## config.mk

```make
export PLATFORM = sky130hd
export DESIGN_NAME = dmem_access_ctrl
export DESIGN_NICKNAME = d
export VERILOG_FILES = /design/src/rtl/dmem_access_ctrl_pkg.sv /design/src/rtl/dmem_load_format.sv /design/src/rtl/dmem_access_ctrl.sv
export SDC_FILE = /design/constraint.sdc
export NUM_CORES = 1
export LEC_CHECK = 0
export ABC_CLOCK_PERIOD_IN_PS = 2650
export BUFFER_PORTS_ARGS = -buffer_cell sky130_fd_sc_hd__buf_2
export CAP_MARGIN = 15
export CORE_UTILIZATION = 40
export CTS_BUF_LIST = sky130_fd_sc_hd__clkbuf_4 sky130_fd_sc_hd__clkbuf_8 sky130_fd_sc_hd__clkbuf_16
export DETAILED_ROUTE_END_ITERATION = 7
export HOLD_SLACK_MARGIN = 0.08
export MAX_ROUTING_LAYER = met4
export PLACE_DENSITY = 0.8
export SLEW_MARGIN = 20
export SYNTH_ARGS = -nofsm -noshare
export SYNTH_HDL_FRONTEND = slang
export SYNTH_SLANG_ARGS = --single-unit
export TNS_END_PERCENT = 1
```

## constraint.sdc

```tcl
create_clock -name clk -period 2.65 [get_ports clk]
set_clock_uncertainty 0.1 [all_clocks]
set_input_delay 0.6625 -clock clk [delete_from_list [all_inputs] [get_ports clk]]
set_output_delay 0.6625 -clock clk [all_outputs]
set_load 0.02 [all_outputs]
```

## src/rtl/dmem_access_ctrl_pkg.sv

```systemverilog
// Shared types and helpers for the data-memory access controller.
//   size_e  : access size codes (byte / half / word / reserved)
//   state_e : controller FSM states
//   cmd_t   : one requester's command as presented on its port group
//   lat_t   : the part of the winning command kept for the response phase
//   out_t   : every registered output of the controller, reset as a unit
package dmem_access_ctrl_pkg;

  localparam logic [31:0] DMEM_BASE_DEF  = 32'h0010_0000;
  localparam int          DMEM_BYTES_DEF = 65536;
  localparam int          MEM_AW         = 16;

  typedef enum logic [1:0] {
    SZ_BYTE = 2'd0,
    SZ_HALF = 2'd1,
    SZ_WORD = 2'd2,
    SZ_RSVD = 2'd3
  } size_e;

  typedef enum logic [1:0] {ST_IDLE, ST_ISSUE, ST_WAIT, ST_RESP} state_e;

  typedef struct packed {
    logic        we;
    size_e       size;
    logic        uns;
    logic [31:0] addr;
    logic [31:0] wdata;
  } cmd_t;

  typedef struct packed {
    logic       dbg;    // winner: 0 = core, 1 = debug loader
    logic       we;
    size_e      size;
    logic       uns;
    logic [1:0] lo;     // byte offset within the word
    logic       fault;
  } lat_t;

  typedef struct packed {
    logic              core_ready;
    logic              core_rvalid;
    logic              core_fault;
    logic [31:0]       core_rdata;
    logic              dbg_ready;
    logic              dbg_rvalid;
    logic              dbg_fault;
    logic [31:0]       dbg_rdata;
    logic              mem_en;
    logic              mem_we;
    logic [3:0]        mem_be;
    logic [MEM_AW-1:0] mem_addr;
    logic [31:0]       mem_wdata;
  } out_t;

  function automatic logic [3:0] lane_be(size_e sz, logic [1:0] lo);
    case (sz)
      SZ_BYTE: return 4'b0001 << lo;
      SZ_HALF: return 4'b0011 << lo;
      default: return 4'b1111;
    endcase
  endfunction

  // Store data is replicated across lanes so mem_be alone picks the target.
  function automatic logic [31:0] lane_wdata(size_e sz, logic [31:0] d);
    case (sz)
      SZ_BYTE: return {4{d[7:0]}};
      SZ_HALF: return {2{d[15:0]}};
      default: return d;
    endcase
  endfunction

endpackage

```

## src/rtl/dmem_load_format.sv

```systemverilog
// Load data formatter (combinational).
//   word_i : raw 32-bit word read from memory
//   lo_i   : byte offset of the access within the word
//   size_i : access size
//   uns_i  : 1 = zero-extend, 0 = sign-extend
//   data_o : right-aligned, extended load result
module dmem_load_format
  import dmem_access_ctrl_pkg::*;
(
  input  logic [31:0] word_i,
  input  logic [1:0]  lo_i,
  input  size_e       size_i,
  input  logic        uns_i,
  output logic [31:0] data_o
);

  logic [31:0] sh;

  always_comb begin
    sh = word_i >> {lo_i, 3'b000};
    case (size_i)
      SZ_BYTE: data_o = {{24{~uns_i & sh[7]}},  sh[7:0]};
      SZ_HALF: data_o = {{16{~uns_i & sh[15]}}, sh[15:0]};
      default: data_o = word_i;
    endcase
  end

endmodule

```

## src/rtl/dmem_access_ctrl.sv

```systemverilog
// Data-memory access controller: arbitrates the core LSU and the debug
// loader round-robin onto a single-ported data memory, one transaction at
// a time (IDLE -> ISSUE -> WAIT -> RESP, faults skip WAIT).
//   clk, rst                 : clock, synchronous active-high reset
//   core_* / dbg_*  (in)     : req, we, size, uns, addr, wdata
//   core_* / dbg_*  (out)    : ready pulse, rvalid pulse, rdata, fault
//   mem_en/we/be/addr/wdata  : memory command, one cycle in ISSUE
//   mem_rdata                : read word, valid the cycle after mem_en
module dmem_access_ctrl
  import dmem_access_ctrl_pkg::*;
#(
  parameter logic [31:0] BASE_ADDR = DMEM_BASE_DEF,
  parameter int          MEM_BYTES = DMEM_BYTES_DEF
) (
  input  logic              clk,
  input  logic              rst,
  input  logic              core_req,
  input  logic              core_we,
  input  logic [1:0]        core_size,
  input  logic              core_uns,
  input  logic [31:0]       core_addr,
  input  logic [31:0]       core_wdata,
  output logic              core_ready,
  output logic              core_rvalid,
  output logic [31:0]       core_rdata,
  output logic              core_fault,
  input  logic              dbg_req,
  input  logic              dbg_we,
  input  logic [1:0]        dbg_size,
  input  logic              dbg_uns,
  input  logic [31:0]       dbg_addr,
  input  logic [31:0]       dbg_wdata,
  output logic              dbg_ready,
  output logic              dbg_rvalid,
  output logic [31:0]       dbg_rdata,
  output logic              dbg_fault,
  output logic              mem_en,
  output logic              mem_we,
  output logic [3:0]        mem_be,
  output logic [MEM_AW-1:0] mem_addr,
  output logic [31:0]       mem_wdata,
  input  logic [31:0]       mem_rdata
);

  localparam logic [31:0] MEM_LIMIT = 32'(MEM_BYTES);

  state_e      state_q, state_d;
  lat_t        lat_q, lat_d;
  out_t        out_q, out_d;
  logic        last_dbg_q;   // 1 = debug granted last; reset value favours core
  cmd_t        core_cmd, dbg_cmd, sel_cmd;
  logic        sel_dbg, grant, sel_fault, resp;
  logic [31:0] offset, load_data;

  dmem_load_format u_fmt (
    .word_i (mem_rdata),
    .lo_i   (lat_q.lo),
    .size_i (lat_q.size),
    .uns_i  (lat_q.uns),
    .data_o (load_data)
  );

  always_comb begin
    core_cmd = '{we: core_we, size: size_e'(core_size), uns: core_uns,
                 addr: core_addr, wdata: core_wdata};
    dbg_cmd  = '{we: dbg_we, size: size_e'(dbg_size), uns: dbg_uns,
                 addr: dbg_addr, wdata: dbg_wdata};
    // Debug wins only when alone, or when both ask and core went last.
    sel_dbg  = dbg_req & (~core_req | ~last_dbg_q);
    sel_cmd  = sel_dbg ? dbg_cmd : core_cmd;
    grant    = (state_q == ST_IDLE) & (core_req | dbg_req);
    // Unsigned compare also catches addresses below the base (wraps high).
    offset   = sel_cmd.addr - BASE_ADDR;
    sel_fault = (offset >= MEM_LIMIT)
              | (sel_cmd.size == SZ_RSVD)
              | ((sel_cmd.size == SZ_HALF) & sel_cmd.addr[0])
              | ((sel_cmd.size == SZ_WORD) & (|sel_cmd.addr[1:0]));

    lat_d = '{dbg: sel_dbg, we: sel_cmd.we, size: sel_cmd.size, uns: sel_cmd.uns,
              lo: sel_cmd.addr[1:0], fault: sel_fault};

    state_d = state_q;
    case (state_q)
      ST_IDLE:  if (grant) state_d = ST_ISSUE;
      ST_ISSUE: state_d = lat_q.fault ? ST_RESP : ST_WAIT;
      ST_WAIT:  state_d = ST_RESP;
      default:  state_d = ST_IDLE;
    endcase

    // Outputs are registered, so each is computed one state early:
    // ISSUE outputs on the IDLE grant, RESP outputs on the way into RESP.
    resp  = (state_q == ST_WAIT) | ((state_q == ST_ISSUE) & lat_q.fault);
    out_d = '0;
    out_d.core_ready = grant & ~sel_dbg;
    out_d.dbg_ready  = grant &  sel_dbg;
    out_d.mem_en     = grant & ~sel_fault;
    if (out_d.mem_en) begin
      out_d.mem_we    = sel_cmd.we;
      out_d.mem_be    = lane_be(sel_cmd.size, sel_cmd.addr[1:0]);
      out_d.mem_addr  = {offset[MEM_AW-1:2], 2'b00};
      out_d.mem_wdata = sel_cmd.we ? lane_wdata(sel_cmd.size, sel_cmd.wdata) : '0;
    end
    if (resp) begin
      if (lat_q.dbg) begin
        out_d.dbg_rvalid = 1'b1;
        out_d.dbg_fault  = lat_q.fault;
        out_d.dbg_rdata  = (lat_q.fault | lat_q.we) ? '0 : load_data;
      end else begin
        out_d.core_rvalid = 1'b1;
        out_d.core_fault  = lat_q.fault;
        out_d.core_rdata  = (lat_q.fault | lat_q.we) ? '0 : load_data;
      end
    end
  end

  always_ff @(posedge clk) begin
    if (rst) begin
      state_q    <= ST_IDLE;
      lat_q      <= '0;
      out_q      <= '0;
      last_dbg_q <= 1'b1;
    end else begin
      state_q <= state_d;
      out_q   <= out_d;
      if (grant) begin
        lat_q      <= lat_d;
        last_dbg_q <= sel_dbg;
      end
    end
  end

  assign core_ready  = out_q.core_ready;
  assign core_rvalid = out_q.core_rvalid;
  assign core_fault  = out_q.core_fault;
  assign core_rdata  = out_q.core_rdata;
  assign dbg_ready   = out_q.dbg_ready;
  assign dbg_rvalid  = out_q.dbg_rvalid;
  assign dbg_fault   = out_q.dbg_fault;
  assign dbg_rdata   = out_q.dbg_rdata;
  assign mem_en      = out_q.mem_en;
  assign mem_we      = out_q.mem_we;
  assign mem_be      = out_q.mem_be;
  assign mem_addr    = out_q.mem_addr;
  assign mem_wdata   = out_q.mem_wdata;

endmodule

```

# == After elaboration in Yosys (flattened, before gate mapping) ==
# Cells that the tools add are included.
# W data, S select, Z words.
# totals
output_inout_bits,124
register_bits,135
inputBits,172
elab_cells,79
# op_classes
shift,3
n_lt_le_gt_ge,1
bitwise_logic,26
mux,10
add_sub_neg,1
n_reduce_logical,9
eq_ne,7
# op_table
operator,n
$pmux W32 S2,2
$mux W34,2
$mux W68,1
$ge A32 B17 Y1 const B,1
$mux W32,1
$shr A32 B5 Y16,1
$sub A32 B21 Y32 const B,1
$and A1 B1 Y1,10
$not A1 Y1,9
$reduce_or A3 Y1,3
$pmux W4 S2,1
$or A1 B1 Y1,7
$eq A2 B1 Y1 const B,3
$eq A2 B2 Y1 const B,3
$logic_not A2 Y1,3
$pmux W2 S3,1
$reduce_or A2 Y1,3
$shl A1 B2 Y4 const A,1
$shl A2 B2 Y4 const A,1
$mux W2,1
$ne A2 B2 Y1 const B,1
$mux W1,1

# == Depth between registers and ports, before layout ==
# Gate-level depths: netlist (run 1).
# depth
ltp_word,13
mapped_depth,8
mapped_depth_nobuf,7

# == By module ==
# Synthesis (run 1) repeated with hierarchy kept, for this count alone.
# unflattened
hier_cells,650
area_unflattened_um2,6004.5
# by_module_without_submodules
module,area_per_inst_um2,n_inst,seq_area_each_um2,cells_each
dmem_access_ctrl,5263.8,1,2662.6,537
dmem_load_format,740.7,1,0.0,113

# == Worst setup path after synthesis (run 1) ==
# OpenSTA, ideal clock, no wires.
# synth_timing
path_type,input port to flip-flop
from,input port core_addr[26]
to,"register out_q, in the netlist mem_wdata[19]"
setup_time_ps,100
stages,7
t_required_ps,2450
setup_slack_ps,255
n_path_buf,2
t_arrival_ps,2195
cell_sequence,nor4_4 > a21oi_1 > or3b_1 > a211o_1 > buf_6 > buf_6 > a2111oi_4
# synth_between
elab_chain_len,10
# synth_lines
element,line_no,rtl
"start, declared",dmem_access_ctrl.sv:21,"input logic [31:0] core_addr,"
$mux W68,dmem_access_ctrl.sv:70,sel_cmd = sel_dbg ? dbg_cmd : core_cmd;
$sub A32 B21 Y32,dmem_access_ctrl.sv:73,offset = sel_cmd.addr - BASE_ADDR;
$ge A32 B17 Y1,dmem_access_ctrl.sv:74,sel_fault = (offset >= MEM_LIMIT)
$or A1 B1 Y1,dmem_access_ctrl.sv:75,| (sel_cmd.size == SZ_RSVD)
$or A1 B1 Y1,dmem_access_ctrl.sv:76,| ((sel_cmd.size == SZ_HALF) & sel_cmd.addr[0])
$or A1 B1 Y1,dmem_access_ctrl.sv:77,| ((sel_cmd.size == SZ_WORD) & (|sel_cmd.addr[1:0]));
$not A1 Y1,dmem_access_ctrl.sv:96,out_d.mem_en = grant & ~sel_fault;
$and A1 B1 Y1,dmem_access_ctrl.sv:96,
$not A1 Y1 (no line),n/a,
$reduce_or A3 Y1 (no line),n/a,
"end signal, assigned",dmem_access_ctrl.sv:124,out_q <= out_d;
"end, declared",dmem_access_ctrl.sv:49,"out_t out_q, out_d;"
# No other way between the ends.
# A chain may end at the register's enable or synchronous reset.

# == Worst setup path in the final report (run 1) ==
# layout_timing
from,input port core_addr[26]
to,"register out_q, in the netlist mem_wdata[17]"
# Same word-level chain as after synthesis.

==> results of run 1 <==
==> cells in the final DEF (no fill, tap or decap), types with 3 or more instances in the layout <==
master,count
buf_2,293
dfxtp_1,133
nor2_1,68
nor3_1,61
mux2i_1,55
nand2_1,47
o21ai_0,34
buf_4,21
o211ai_1,18
clkbuf_16,17
inv_1,14
a21oi_1,14
a211oi_1,13
nor2b_1,10
mux4_2,9
diode_2,8
nor4_1,8
a211oi_2,8
nor3b_1,8
a221oi_1,7
o221ai_1,7
nand3_1,5
a2111oi_4,5
buf_12,5
nand4_1,4
ha_1,4
clkinv_2,4
or3_1,3
nand2b_1,3
a311oi_1,3
nor4b_1,3
a2111oi_2,3
clkbuf_4,3
clkbuf_8,3
bufinv_16,3
==> area by class of cell <==
cell class	count	share of cell area
Multi-Input combinational cell	426	0.3617
Sequential cell	133	0.3204
Timing Repair Buffer	319	0.2075
Clock buffer	23	0.05888
Tap cell	184	0.02771
Clock inverter	9	0.01506
Inverter	14	0.006324
Antenna cell	8	0.002409
==> logic make-up after synthesis <==
logic type                 Yosys count
buffers and inverters               66
DFF                                133
muxes                               65
AOI/OAI and AO/OA                  126
adders and majority gates            4
and+or+nand+nor                    229
other                                1
==> per-layer routing <==
| metal | global-route usage | wire, um |
|---|---|---|
| met3 | 0.05769 | 1403 |
| met5 | - | 0 |
| met2 | 0.4385 | 9852 |
| met4 | 0.1679 | 1058 |
| met1 | 0.2941 | 7687 |
==> metrics by stage <==
stage	setup TNS [ps]	utilization	power, mW	setup slack [ps]
floorplan	0	-	3.578	255.3
global route	0	0.5739	7.043	136.5
global placement	0	0.5301	4.270	32.44
detailed placement	-48.89	0.5301	4.299	-48.89
finish	0	0.5739	6.697	334.8
CTS	0	0.5725	6.731	372.1
==> flip-flops by register name, indices dropped and copies added (netlist names) <==
| register | cells |
|---|---|
| core_rdata | 32 |
| dbg_rdata | 32 |
| mem_wdata | 32 |
| mem_addr | 14 |
| lat_q | 8 |
| mem_be | 4 |
| state_q | 2 |
| core_fault | 1 |
| core_ready | 1 |
| core_rvalid | 1 |
| dbg_fault | 1 |
| dbg_ready | 1 |
| dbg_rvalid | 1 |
| last_dbg_q | 1 |
| mem_en | 1 |
| mem_we | 1 |
==> worst max-delay path: stages <==
cell and delay, ps:
buf_2 120, nor4_4 310, a21oi_1 130, or3b_1 370, a211o_2 370, buf_12 200, a2111oi_2 330
==> worst paths after layout <==
path              slack [ps]           from            end
setup / recovery         330  core_addr[26]  mem_wdata[17]
hold reg to reg          380       lat_q[7]       lat_q[7]
hold / removal           380       lat_q[7]       lat_q[7]
setup reg to reg         360     state_q[0]  mem_wdata[17]
==> power groups by stage <==
stage	sequential (mW)	combinational [mW]	clock (mW)
global route	2.27	2.23	2.55
global placement	2.29	1.98	0
detailed placement	2.29	2.01	0
CTS	2.25	2.02	2.46
floorplan	2.35	1.23	0
finish	2.25	2.02	2.43
==> impl_metrics.json, run 1 <==
{
  "dp.cells": 1076,
  "drt-total-wl_um": 20000,
  "core.rowCount": 44,
  "grtUsageTotal": 0.2671,
  "synth_compound_area_frac": 0.1770,
  "area_growth_syn_to_layout_pct": 40.08,
  "critPathCaptureType": "flip-flop",
  "synth_xor_area_frac": 0,
  "design.portCount": 296,
  "r2r_cells": 7,
  "hold_depth": 2,
  "post-cts-setup-buffers": 0,
  "worstSetupPathType": "input port to flip-flop",
  "h-tree-depth": 4,
  "synth-seq-cells": 133,
  "p_int_mw": 4.461,
  "rsz0062_at_grt": "no",
  "ys_async_sr_fraction": 0,
  "grt_pass1_vias": 5617,
  "drt-wirelength-per-cell_um": 17.92,
  "io_buffers": 293,
  "worst_ir_drop_vdd_v": 0.0004182,
  "clk_latency_ps": 420,
  "n_fill_cell": 1262,
  "slew_violations": 0,
  "dieWidth_um": 123.8,
  "synthCells": 624,
  "p_seq_frac": 0.335,
  "synth_cell_types": 50,
  "die_h_um": 123.8,
  "p_leak_nw": 3.847,
  "ant_nets": 0,
  "synth_top_cells_by_count": "dfxtp_1 (133), nor2_1 (68), nor3_1 (61)",
  "place_congestion": 0.8972,
  "yosysWarnings": 0,
  "maxCapViolations": 0,
  "final_nets": 1087,
  "yosys.area_share.simple": 0.1858,
  "grt-ovfl-total": 0,
  "tightest_slew_ps": 784.3,
  "critPathLaunchType": "input port",
  "yosysTopAreaCellShare": 0.4489,
  "grt_pass1_wl_um": 29420,
  "crit_fanout": 44,
  "drt_iter0_drc": 409,
  "synth_top_family_by_area": "simple AND/OR/NAND/NOR gates",
  "grt_max_degree": 45,
  "avgSynthCellArea_um2": 9.506,
  "seqCellArea_um2": 2663,
  "yosysSeqAreaShare": 0.4489,
  "finalHoldViolCount": 0,
  "antenna_found_initial": 8,
  "cp.arrival_ps": 2520,
  "drc": 0,
  "ctsResizeCount": 0,
  "crit_required_ps": 2850,
  "holdWs_ps": 376.2,
  "dieArea_um2": 15320,
  "initial_core_util": 0.4097,
  "syn_area_um2": 5932,
  "dr_total_vias": 6018,
  "timing.final.crit_share": 0.8736,
  "max_slew_margin": 0.4731,
  "coreArea_um2": 14480,
  "synth_area_leader_cell": "dfxtp_1",
  "p_sw_frac": 0.3339,
  "detail_route.vias_per_cell": 5.392,
  "synth_area_leaders": "dfxtp_1 (45%), mux2i_1 (9.3%), nor3_1 (5.1%), nor2_1 (4.3%), mux4_2 (3.4%)",
  "place_hpwl_um": 15400,
  "multiInputGateArea_um2": 3005,
  "switchingPower_mw": 2.236,
  "synthAdderAreaFrac": 0.008437,
  "cts.sinks": 133,
  "synthMuxAreaShare": 0.1293,
  "setup_viol": 0,
  "synth_edf_count": 0,
  "pwr-share-clk": 0.362,
  "cts_tree": "built",
  "clk_path_buf_depth": 2,
  "cts_made_buffers": 17,
  "place_area_um2": 7675,
  "synth_most_common_cell": "dfxtp_1",
  "drive_gt1_frac": 0.4210,
  "stdcell_area_um2": 8309,
  "drt_pass1_iterations": 4,
  "fin_cells": 1116,
  "pwr-share-comb": 0.302,
  "fin_crit_ps": 2315,
  "fmax_mhz": 431.9,
  "hold_path_class": "flip-flop to flip-flop",
  "cts.clk_slew.worst_paths_ps": 60,
  "root_buffer": "clkbuf_16",
  "power.density_nw_per_um2": 806.0,
  "ctsHoldBuffers": 0,
  "run_status": "finished, final reports clean",
  "synth_flop_cell": "dfxtp_1"
}
No activity file was read; power rests on OpenSTA's default activity.
==> run 2, diff against run 1 <==
--- a/config.mk
+++ b/config.mk
@@ -13,7 +13,7 @@
 export DETAILED_ROUTE_END_ITERATION = 7
 export HOLD_SLACK_MARGIN = 0.08
 export MAX_ROUTING_LAYER = met4
-export PLACE_DENSITY = 0.8
+export PLACE_DENSITY = 0.71
 export SLEW_MARGIN = 20
 export SYNTH_ARGS = -nofsm -noshare
 export SYNTH_HDL_FRONTEND = slang
==> run 2 against run 1 <==
Critical path depth is the same; register-to-register slack gained 80 ps; power shrank 1.5%; fmax grew 4.8%; sequential share of layout area grew 0.11 points; critical path type is now flip-flop to flip-flop; worst hold slack gained 1.9 ps; cell count shrank 0.63%; core utilization shrank 0.19 points; setup slack gained 110 ps.
==> impl_metrics.json, run 2 (same netlist as run 1, synthesis figures left out) <==
{
  "die_h_um": 123.8,
  "cts.clk_slew.worst_paths_ps": 50,
  "fin_cells": 1109,
  "route.top_layer_used": "met4",
  "p_int_mw": 4.372,
  "h-tree-depth": 4,
  "cts_tree": "built",
  "worst_ir_drop_vdd_v": 0.0004568,
  "timing.final.crit_share": 0.8337,
  "max_slew_margin": 0.4313,
  "grt_pass1_vias": 5523,
  "mostFrequentLayoutCell": "buf_2",
  "antenna_found_initial": 1,
  "detail_route.vias_per_cell": 5.326,
  "grt_pass1_wl_um": 28880,
  "io_buffers": 293,
  "grt-ovfl-total": 0,
  "reg2reg_slack_ps": 440,
  "wl_met3_um": 1540,
  "dp.cells": 1075,
  "dieArea_um2": 15320,
  "maxCapViolations": 0,
  "hold_depth": 2,
  "cts_made_buffers": 17,
  "r2r-start": "state_q[0]",
  "switchingPower_mw": 2.225,
  "holdCritStartpoint": "lat_q[7]",
  "ctsHoldBuffers": 0,
  "cts.sinks": 133,
  "power.density_nw_per_um2": 796.7,
  "finalHoldViolCount": 0,
  "hold_path_class": "flip-flop to flip-flop",
  "worst_slack_ps": 440.7,
  "coreArea_um2": 14480,
  "place_congestion": 0.8848,
  "grtUsageTotal": 0.2607,
  "layout_common_cells": "buf_2 (293), dfxtp_1 (133), nor2_1 (68)",
  "critPathCaptureType": "flip-flop",
  "drt_pass1_iterations": 8,
  "fin_crit_ps": 2209,
  "worstSetupPathType": "flip-flop to flip-flop",
  "final_nets": 1086,
  "run_status": "finished, final reports clean",
  "clk_latency_ps": 420,
  "p_leak_nw": 3.835,
  "root_buffer": "clkbuf_16",
  "drt-wirelength-per-cell_um": 17.60,
  "initial_core_util": 0.4097,
  "drt-met1-wl_um": 7778,
  "crit_required_ps": 2860,
  "setup_tns_ps": 0,
  "pwr-share-clk": 0.357,
  "dr_total_vias": 5907,
  "r2r_cells": 7,
  "tightest_slew_ps": 851.2,
  "rsz0062_at_grt": "no",
  "r2r-end": "mem_wdata[17]",
  "wl_met2_um": 9673,
  "cp.arrival_ps": 2420,
  "core.rowCount": 44,
  "slew_violations": 0,
  "ant_nets": 0,
  "critPathLaunchType": "flip-flop",
  "drt-total-wl_um": 19520,
  "p_seq_frac": 0.341,
  "drt_iter0_drc": 420,
  "worstHoldEndpoint": "lat_q[7]",
  "ctsResizeCount": 0,
  "grt_max_degree": 34,
  "clk_path_buf_depth": 2,
  "setup_viol": 0,
  "fmax_mhz": 452.6,
  "pwr-share-comb": 0.301,
  "dieWidth_um": 123.8,
  "post-cts-setup-buffers": 0,
  "drive_gt1_frac": 0.4197,
  "p_sw_frac": 0.3373,
  "place_hpwl_um": 15100,
  "area_growth_syn_to_layout_pct": 39.61,
  "dpl_worst_slack_ps": 38.76,
  "design.portCount": 296,
  "drc": 0,
  "crit_fanout": 33
}
-- run 2: cell types whose count changed in the layout (fill, tap and decap cells not counted) --
| cell | previous run | this run |
|---|---|---|
| diode_2 | 8 | 3 |
| buf_4 | 21 | 19 |
| buf_12 | 5 | 6 |
| bufinv_16 | 3 | 2 |
| clkbuf_4 | 3 | 2 |
| clkbuf_8 | 3 | 4 |
| clkinv_2 | 4 | 3 |
| clkinv_4 | 0 | 1 |
-- run 2: critical path, cell delays in order (launching register included) --
cell       delay (ps)
dfxtp_1           340
inv_1              90
ha_1              370
o311ai_0          230
o32ai_2           350
nand3_2           160
buf_12            210
a2111oi_2         230
-- run 2: final cells by class --
type	count	area [um2]
inverters	14	52.55
fillers	1301	6197
clock buffers	23	495.5
flip-flops and latches	133	2663
diodes	3	7.507
repair buffers	318	1729
clock inverters	8	98.84
multi-input cells	426	3005
well taps	184	230.2
-- run 2: per-layer routing --
| metal | GRT usage | vias up |
|---|---|---|
| li1 | - | 2850 |
| met5 | - | - |
| met3 | 0.06181 | 37 |
| met1 | 0.3014 | 2746 |
| met2 | 0.4288 | 274 |
| met4 | 0.1152 | 0 |
-- run 2: worst max path at each step --
stage                                to     startpoint  slack [ps]
after floorplan           mem_wdata[19]  core_addr[26]         260
after global placement        mem_be[0]  core_addr[22]          80
after detailed placement  mem_wdata[17]  core_addr[26]          40
after CTS                 mem_wdata[17]     state_q[0]         440
after global routing      mem_wdata[16]     state_q[1]         250
final                     mem_wdata[17]     state_q[0]         440
-- run 2: power by group through the flow --
stage	sequential [mW]	clock (mW)	combinational (mW)
final	2.25	2.36	1.99
after detailed placement	2.30	0	1.98
after global placement	2.30	0	1.97
after global routing	2.28	2.49	2.18
after CTS	2.26	2.38	1.99
after floorplan	2.35	0	1.23
-- run 2: through the flow --
stage	utilization	total power, mW	hold slack [ps]	cell area [um2]
global route	0.5716	6.953	435.9	8277
floorplan	-	3.578	354.5	5936
CTS	0.5715	6.628	381.8	8274
finish	0.5720	6.598	378.1	8282
detailed placement	0.5304	4.281	374.3	7680
global placement	0.5304	4.265	365.3	7680
